**src/rtl/clk_div_cfg_pkg.sv**
```systemverilog
// Shared types and helpers for the clock-divider reconfiguration arbiter.
package clk_div_cfg_pkg;

  typedef enum logic [2:0] {
    StIdle,
    StGate,
    StIssue,
    StSettle,
    StAck
  } state_e;

  // A single requester still gets a one-bit index so ports never collapse to zero width.
  function automatic int unsigned idx_width(input int unsigned n);
    return (n > 1) ? $clog2(n) : 1;
  endfunction

endpackage

```
**src/rtl/clk_div_cfg_arbiter_rr_arbiter.sv**
```systemverilog
// Combinational round-robin pick: first set request at or after the pointer, wrapping.
module rr_arbiter
  import clk_div_cfg_pkg::*;
#(
  parameter int unsigned N_REQ = 2,
  parameter int unsigned IDX_W = idx_width(N_REQ)
) (
  input  logic [N_REQ-1:0] i_req,
  input  logic [IDX_W-1:0] i_ptr,
  output logic [N_REQ-1:0] o_gnt,
  output logic [IDX_W-1:0] o_idx,
  output logic             o_valid
);

  logic [N_REQ-1:0] w_rot;
  int unsigned      w_slot;
  logic             w_found;

  always_comb begin
    // Rotating a doubled copy puts the pointer's requester at bit 0.
    w_rot   = N_REQ'({i_req, i_req} >> i_ptr);
    w_slot  = 0;
    w_found = 1'b0;
    o_gnt   = '0;
    o_idx   = '0;
    o_valid = 1'b0;
    for (int unsigned off = 0; off < N_REQ; off++) begin
      if (!w_found && w_rot[off]) begin
        w_found = 1'b1;
        w_slot  = int'(i_ptr) + off;
        if (w_slot >= N_REQ) begin
          w_slot = w_slot - N_REQ;
        end
        o_valid = 1'b1;
        o_idx   = IDX_W'(w_slot);
        o_gnt   = N_REQ'(1) << w_slot;
      end
    end
  end

endmodule

```
**src/rtl/clk_div_cfg_arbiter.sv**
```systemverilog
// Shares one clock divider between requesters: round-robin grant, enable gating
// around the div/valid/ready handshake, and a completion pulse back to the winner.
module clk_div_cfg_arbiter
  import clk_div_cfg_pkg::*;
#(
  parameter int unsigned N_REQ             = 2,
  parameter int unsigned DIV_VALUE_WIDTH   = 4,
  parameter int unsigned DEFAULT_DIV_VALUE = 2,
  parameter int unsigned GATE_CYCLES       = 2,
  parameter int unsigned SETTLE_CYCLES     = 4,
  parameter int unsigned TIMEOUT_CYCLES    = 64,
  parameter int unsigned IDX_W             = idx_width(N_REQ)
) (
  input  logic                               clk_i,
  input  logic                               rst_i,
  input  logic                               en_req_i,
  input  logic [N_REQ-1:0]                   req_valid_i,
  input  logic [N_REQ*DIV_VALUE_WIDTH-1:0]   req_div_i,
  output logic [N_REQ-1:0]                   req_ready_o,
  input  logic                               err_clr_i,
  output logic [DIV_VALUE_WIDTH-1:0]         div_o,
  output logic                               div_valid_o,
  input  logic                               div_ready_i,
  output logic                               en_o,
  output logic [DIV_VALUE_WIDTH-1:0]         cur_div_o,
  output logic                               busy_o,
  output logic [IDX_W-1:0]                   grant_idx_o,
  output logic                               err_o
);

  localparam int unsigned CNT_MAX_A = (GATE_CYCLES > SETTLE_CYCLES) ? GATE_CYCLES : SETTLE_CYCLES;
  localparam int unsigned CNT_MAX   = (CNT_MAX_A > TIMEOUT_CYCLES) ? CNT_MAX_A : TIMEOUT_CYCLES;
  localparam int unsigned CNT_W     = $clog2(CNT_MAX + 1);
  localparam logic [DIV_VALUE_WIDTH-1:0] DEF_DIV = DIV_VALUE_WIDTH'(DEFAULT_DIV_VALUE);

  state_e                     r_state;
  logic [CNT_W-1:0]           r_cnt;
  logic [IDX_W-1:0]           r_ptr;
  logic [IDX_W-1:0]           r_idx;
  logic [N_REQ-1:0]           r_gnt;
  logic [N_REQ-1:0]           r_ready;
  logic [DIV_VALUE_WIDTH-1:0] r_div;
  logic [DIV_VALUE_WIDTH-1:0] r_cur;
  logic                       r_valid;
  logic                       r_en;
  logic                       r_busy;
  logic                       r_err;

  logic [N_REQ-1:0]           w_gnt;
  logic [IDX_W-1:0]           w_idx;
  logic                       w_any;
  logic [DIV_VALUE_WIDTH-1:0] w_req_div;
  logic [IDX_W-1:0]           w_ptr_next;

  rr_arbiter #(
    .N_REQ (N_REQ),
    .IDX_W (IDX_W)
  ) u_rr_arbiter (
    .i_req   (req_valid_i),
    .i_ptr   (r_ptr),
    .o_gnt   (w_gnt),
    .o_idx   (w_idx),
    .o_valid (w_any)
  );

  always_comb begin
    w_req_div  = req_div_i[int'(w_idx)*DIV_VALUE_WIDTH +: DIV_VALUE_WIDTH];
    w_ptr_next = (r_idx == IDX_W'(N_REQ - 1)) ? '0 : r_idx + IDX_W'(1);
  end

  always_ff @(posedge clk_i) begin
    if (rst_i) begin
      r_state <= StIdle;
      r_cnt   <= '0;
      r_ptr   <= '0;
      r_idx   <= '0;
      r_gnt   <= '0;
      r_ready <= '0;
      r_div   <= DEF_DIV;
      r_cur   <= DEF_DIV;
      r_valid <= 1'b0;
      r_en    <= 1'b0;
      r_busy  <= 1'b0;
      r_err   <= 1'b0;
    end else begin
      r_ready <= '0;
      // Clear first so a timeout later in this block takes priority.
      if (err_clr_i) begin
        r_err <= 1'b0;
      end
      unique case (r_state)
        StIdle: begin
          r_en <= en_req_i;
          if (w_any) begin
            r_gnt  <= w_gnt;
            r_idx  <= w_idx;
            r_div  <= w_req_div;
            r_busy <= 1'b1;
            r_cnt  <= '0;
            if (w_req_div == r_cur) begin
              r_state <= StAck;
              r_ready <= w_gnt;
            end else begin
              r_state <= StGate;
              r_en    <= 1'b0;
            end
          end
        end
        StGate: begin
          if (r_cnt == CNT_W'(GATE_CYCLES - 1)) begin
            r_cnt   <= '0;
            r_valid <= 1'b1;
            r_state <= StIssue;
          end else begin
            r_cnt <= r_cnt + CNT_W'(1);
          end
        end
        StIssue: begin
          if (div_ready_i) begin
            r_cnt   <= '0;
            r_valid <= 1'b0;
            r_cur   <= r_div;
            r_state <= StSettle;
          end else if (r_cnt == CNT_W'(TIMEOUT_CYCLES - 1)) begin
            r_cnt   <= '0;
            r_valid <= 1'b0;
            r_err   <= 1'b1;
            r_state <= StSettle;
          end else begin
            r_cnt <= r_cnt + CNT_W'(1);
          end
        end
        StSettle: begin
          if (r_cnt == CNT_W'(SETTLE_CYCLES - 1)) begin
            r_cnt   <= '0;
            r_ready <= r_gnt;
            r_state <= StAck;
          end else begin
            r_cnt <= r_cnt + CNT_W'(1);
          end
        end
        StAck: begin
          r_en    <= en_req_i;
          r_busy  <= 1'b0;
          r_ptr   <= w_ptr_next;
          r_state <= StIdle;
        end
        default: r_state <= StIdle;
      endcase
    end
  end

  assign req_ready_o = r_ready;
  assign div_o       = r_div;
  assign div_valid_o = r_valid;
  assign en_o        = r_en;
  assign cur_div_o   = r_cur;
  assign busy_o      = r_busy;
  assign grant_idx_o = r_idx;
  assign err_o       = r_err;

endmodule

```
**config.mk**
```make
export PLATFORM = sky130hd
export DESIGN_NAME = clk_div_cfg_arbiter
export DESIGN_NICKNAME = d
export VERILOG_FILES = /design/src/rtl/clk_div_cfg_pkg.sv /design/src/rtl/clk_div_cfg_arbiter_rr_arbiter.sv /design/src/rtl/clk_div_cfg_arbiter.sv
export SDC_FILE = /design/constraint.sdc
export NUM_CORES = 1
export LEC_CHECK = 0
export ABC_AREA = 1
export CORE_MARGIN = 4
export CORE_UTILIZATION = 35
export CTS_BUF_LIST = sky130_fd_sc_hd__clkbuf_16
export CTS_CLUSTER_SIZE = 14
export DETAILED_ROUTE_END_ITERATION = 7
export PLACE_DENSITY = 0.69
export SETUP_SLACK_MARGIN = 0.02
export SYNTH_ARGS = -nofsm -noshare
export SYNTH_HDL_FRONTEND = slang
export SYNTH_SLANG_ARGS = --single-unit
```
**constraint.sdc**
```tcl
create_clock -name clk_i -period 1.3 [get_ports clk_i]
set_input_delay 0.26 -clock clk_i [delete_from_list [all_inputs] [get_ports clk_i]]
set_output_delay 0.26 -clock clk_i [all_outputs]
set_load 0.005 [all_outputs]
```
==> Flow_metrics.wiki <==
{| class="wikitable"
! Metric !! Value
|-
| Count of antenna diodes in the layout || 0
|-
| Area of the core || just over 4000 um^2
|-
| List of cells traversed by the critical path || nor3_4 > nand3_2 > nand2_2 > nand2_2 > nor2_4 > nand2_4 > inv_2 > nand2_2 > a21oi_2
|-
| Place WS || -0.5313 ns
|-
| Placed Cells incl. Taps || 327
|-
| Worst hold slack || approximately 0.46 ns
|-
| Antenna-violating nets left || 0
|-
| Total clock sinks || 27
|-
| Final setup margin || -0.1629 ns
|-
| Fraction of met3 tracks used by global routing || under 10%
|-
| Post-route clock skew || 0.004997 ns
|-
| Ports placed on the boundary || 30
|-
| Unrepaired setup endpoints after global routing || yes
|-
| Via count of the first global-routing pass || 1600
|-
| Number of buffers inserted during clock tree synthesis || 3
|-
| Required time worst endpoint || 1.50 ns
|-
| # rows || 23
|-
| Total die area || about 5500 um^2
|-
| Clock tree from TritonCTS || yes
|-
| Worst path most repeated cell || sky130_fd_sc_hd__nand2_2
|-
| Nature of the critical path startpoint || flop
|-
| Violated checks || setup timing
|-
| Iteration-0 DRC count of the detailed router || between 50 and 60
|-
| Overall die height || 74.34 um
|-
| Type of element capturing the critical path || flop
|-
| Post-synth EDFFs || 0
|-
| Setup TNS || -1.060 ns
|-
| # DRC || 0
|-
| Instance count of the mapped netlist || 219
|-
| Worst Tran Pin Value || between 0.2 and 0.25 ns
|-
| Via density per instance || 4.924
|-
| Cell at the root of the clock tree || sky130_fd_sc_hd__clkbuf_16
|-
| Worst hold path type || reg2reg
|-
| Met2 GRT Util || around 28%
|-
| Number of detailed-route iterations in the first pass || 4
|-
| Number of warnings issued by yosys || 0
|-
| Critical Path Max Stage Delay || approximately 0.36 ns
|-
| Most common library cell in the layout ignoring fill and taps || sky130_fd_sc_hd__buf_4
|-
| Leakage component of the power || 1.111 nW
|-
| Yosys reg bits || 27
|-
| Number of standard cells in the layout, taps in and fillers out || 341
|-
| Count of buffers from port buffering || 29
|-
| Status || complete, but fails checks
|-
| Clk buf depth || 2
|-
| H-Tree Level Count || 1
|-
| Finished Core Util || 59.35%
|-
| Post-synthesis instance area || 1540 um^2
|-
| Latest clock arrival within the worst-skew pair || 0.27 ns
|-
| Largest fanout on the critical path || 5
|-
| Power density relative to cell area || 1635 nW/um^2
|-
| Arrival time at the worst endpoint || 1.66 ns
|-
| FFs w/ async S/R, synth || 0%
|-
| Post-synth top flop || sky130_fd_sc_hd__dfxtp_1
|-
| Number of pins with negative max-slew slack in the final report || 0
|-
| Count of endpoints failing hold in the final timing report || 0
|-
| Post-layout minimum cycle time || 1.463 ns
|-
| Post-synthesis net count || about 240
|-
| Filler cell count in the final layout || about 360
|-
| Library cell contributing the largest single delay on the critical path || sky130_fd_sc_hd__dfxtp_4
|-
| Maximum clock rate || 683.6 MHz
|-
| Tcrit/Tclk final || 112.5%
|-
| Commonest cells after routing, fill and taps aside || sky130_fd_sc_hd__buf_4 (38), sky130_fd_sc_hd__nand2_1 (31), sky130_fd_sc_hd__inv_1 (26), sky130_fd_sc_hd__nand3_1 (21), sky130_fd_sc_hd__nand2_2 (18)
|-
| Maximum vdd drop || 986.8 uV
|-
| Overall routed net length || 4442 um
|-
| Total congestion overflow || 0
|-
| Horizontal extent of the die || 74.34 um
|-
| Routed via count || 1679
|-
| Post-synthesis average cell area || 7.033 um^2
|-
| Layout net count || 309
|-
| GR Util met1 || 20.39%
|-
| Maximum number of pins on one net before global-route repair || 16
|-
| Synthesis-to-layout area growth || 58.57%
|-
| WL per Instance || approximately 13 um
|-
| Total GRT Usage || 16.23%
|-
| Fraction of layout instances using a drive strength above 1 || 41.92%
|-
| Headroom to the max-slew limit || 84.30%
|-
| Post-synth cell types || 30
|-
| Placer congestion estimate || 0.8249
|-
| Proportion of synthesized chip area in sequential cells || a little over a third
|-
| Total of endpoints with negative setup slack in the final report || 13
|-
| Antenna violations before repair || 0
|-
| Total half-perimeter wirelength after legalization and detailed placement || around 3000 um
|-
| Top Usage Layer GRT || met2
|-
| Initial standard-cell utilization of the core || 37.43%
|-
| Max-cap viol count || 0
|-
| Wire length of the first global-routing pass || between 6000 and 7000 um
|-
| Clock slew seen by the registers of the worst setup and hold paths || roughly 0.070 ns
|-
| Setup CP Type || reg2reg
|}
==> through the flow <==
| stage | instance area (um^2) | power, mW |
|---|---|---|
| CTS | 2359 | 3.744 |
| finish | 2442 | 3.992 |
| global route | 2442 | 4.274 |
| floorplan | 1570 | 2.187 |
| detailed placement | 2152 | 2.927 |
| global placement | 2152 | 2.915 |
==> worst max-delay path: cells and delay by family (launching register included) <==
family / cells / cell delay [ns]
AND/OR/NAND/NOR: 7 / 0.87
buffers and inverters: 1 / 0.07
flip-flops: 1 / 0.36
AO/OA/AOI/OAI: 1 / 0.09
==> routing by layer <==
| metal | up-vias | share of wire (%) | routed length (um) |
|---|---|---|---|
| met5 | - | 0 | 0 |
| met4 | 0 | 2.1 | 95 |
| met3 | 11 | 3.4 | 151 |
| met2 | 36 | 50 | 2206 |
| met1 | 774 | 45 | 1989 |
| li1 | 858 | - | - |
==> final timing paths <==
check           start         end  slack [ns]  cells after the start
max          r_cnt[4]  r_state[2]       -0.16                      9
min             err_o       err_o        0.46                      2
max reg2reg  r_cnt[4]  r_state[2]       -0.16                      9
min reg2reg     err_o       err_o        0.46                      2
==> layout make-up <==
class                           instances  area [um^2]  share of cell area [%]
Sequential cell                        27        564.3                   23.10
Multi-Input combinational cell        156         1008                   41.29
Timing Repair Buffer                   70        596.8                   24.44
Inverter                               34        130.1                   5.328
Clock buffer                            3        75.07                   3.074
Clock inverter                          1        5.005                  0.2049
Tap cell                               50        62.56                   2.561
==> cell usage after synthesis, types with 2 or more instances <==
cell type                  count  share of area [%]
sky130_fd_sc_hd__inv_1        27                6.6
sky130_fd_sc_hd__a31oi_1       3                1.2
sky130_fd_sc_hd__nand2_4       3                2.2
sky130_fd_sc_hd__inv_2         7                1.7
sky130_fd_sc_hd__nor2_1       18                4.4
sky130_fd_sc_hd__nor3_1        3               0.97
sky130_fd_sc_hd__nor2_2        3                1.2
sky130_fd_sc_hd__nand2_2      12                4.9
sky130_fd_sc_hd__nor3_2        2                1.3
sky130_fd_sc_hd__a21oi_2       3                1.7
sky130_fd_sc_hd__nand2_1      38                9.3
sky130_fd_sc_hd__ha_1          2                1.6
sky130_fd_sc_hd__o21ai_0       8                2.6
sky130_fd_sc_hd__dfxtp_1      27                 35
sky130_fd_sc_hd__nand4_1       3                1.2
sky130_fd_sc_hd__nand3b_1      2               0.97
sky130_fd_sc_hd__o21ai_1       2               0.65
sky130_fd_sc_hd__a21oi_1      16                5.2
sky130_fd_sc_hd__nor2_4        4                2.9
sky130_fd_sc_hd__nand3_1      26                8.4
==> flip-flops by register name, indices dropped and copies added, names as in the netlist <==
signal       count
div_o            4
r_ptr            1
req_ready_o      2
en_o             1
grant_idx_o      1
div_valid_o      1
r_cnt            7
r_gnt            1
busy_o           1
r_state          3
cur_div_o        4
err_o            1
==> report_power, final <==
part	switching, mW	total, mW	internal (mW)
logic	1.11	2.07	0.960
registers	0.167	1.20	1.04
clock network	0.305	0.721	0.416
==> what timing repair did <==
item,CTS,global route
pin swaps,8,8
hold buffers,0,0
gates cloned,1,1
resized for setup,51,20
endpoints found under the setup margin,35,26
setup buffers,5,4
==> kinds of logic after synthesis <==
| family | Yosys count | synth area share, % |
|---|---|---|
| adders and majority gates | 2 | 1.624 |
| xor gates and xnor gates | 1 | 0.5687 |
| DFF | 27 | 35.09 |
| and+or+nand+nor | 117 | 40.13 |
| buffers and inverters | 37 | 9.830 |
| AOI/OAI and AO/OA | 35 | 12.76 |
Power figures use the tool's default switching activity.
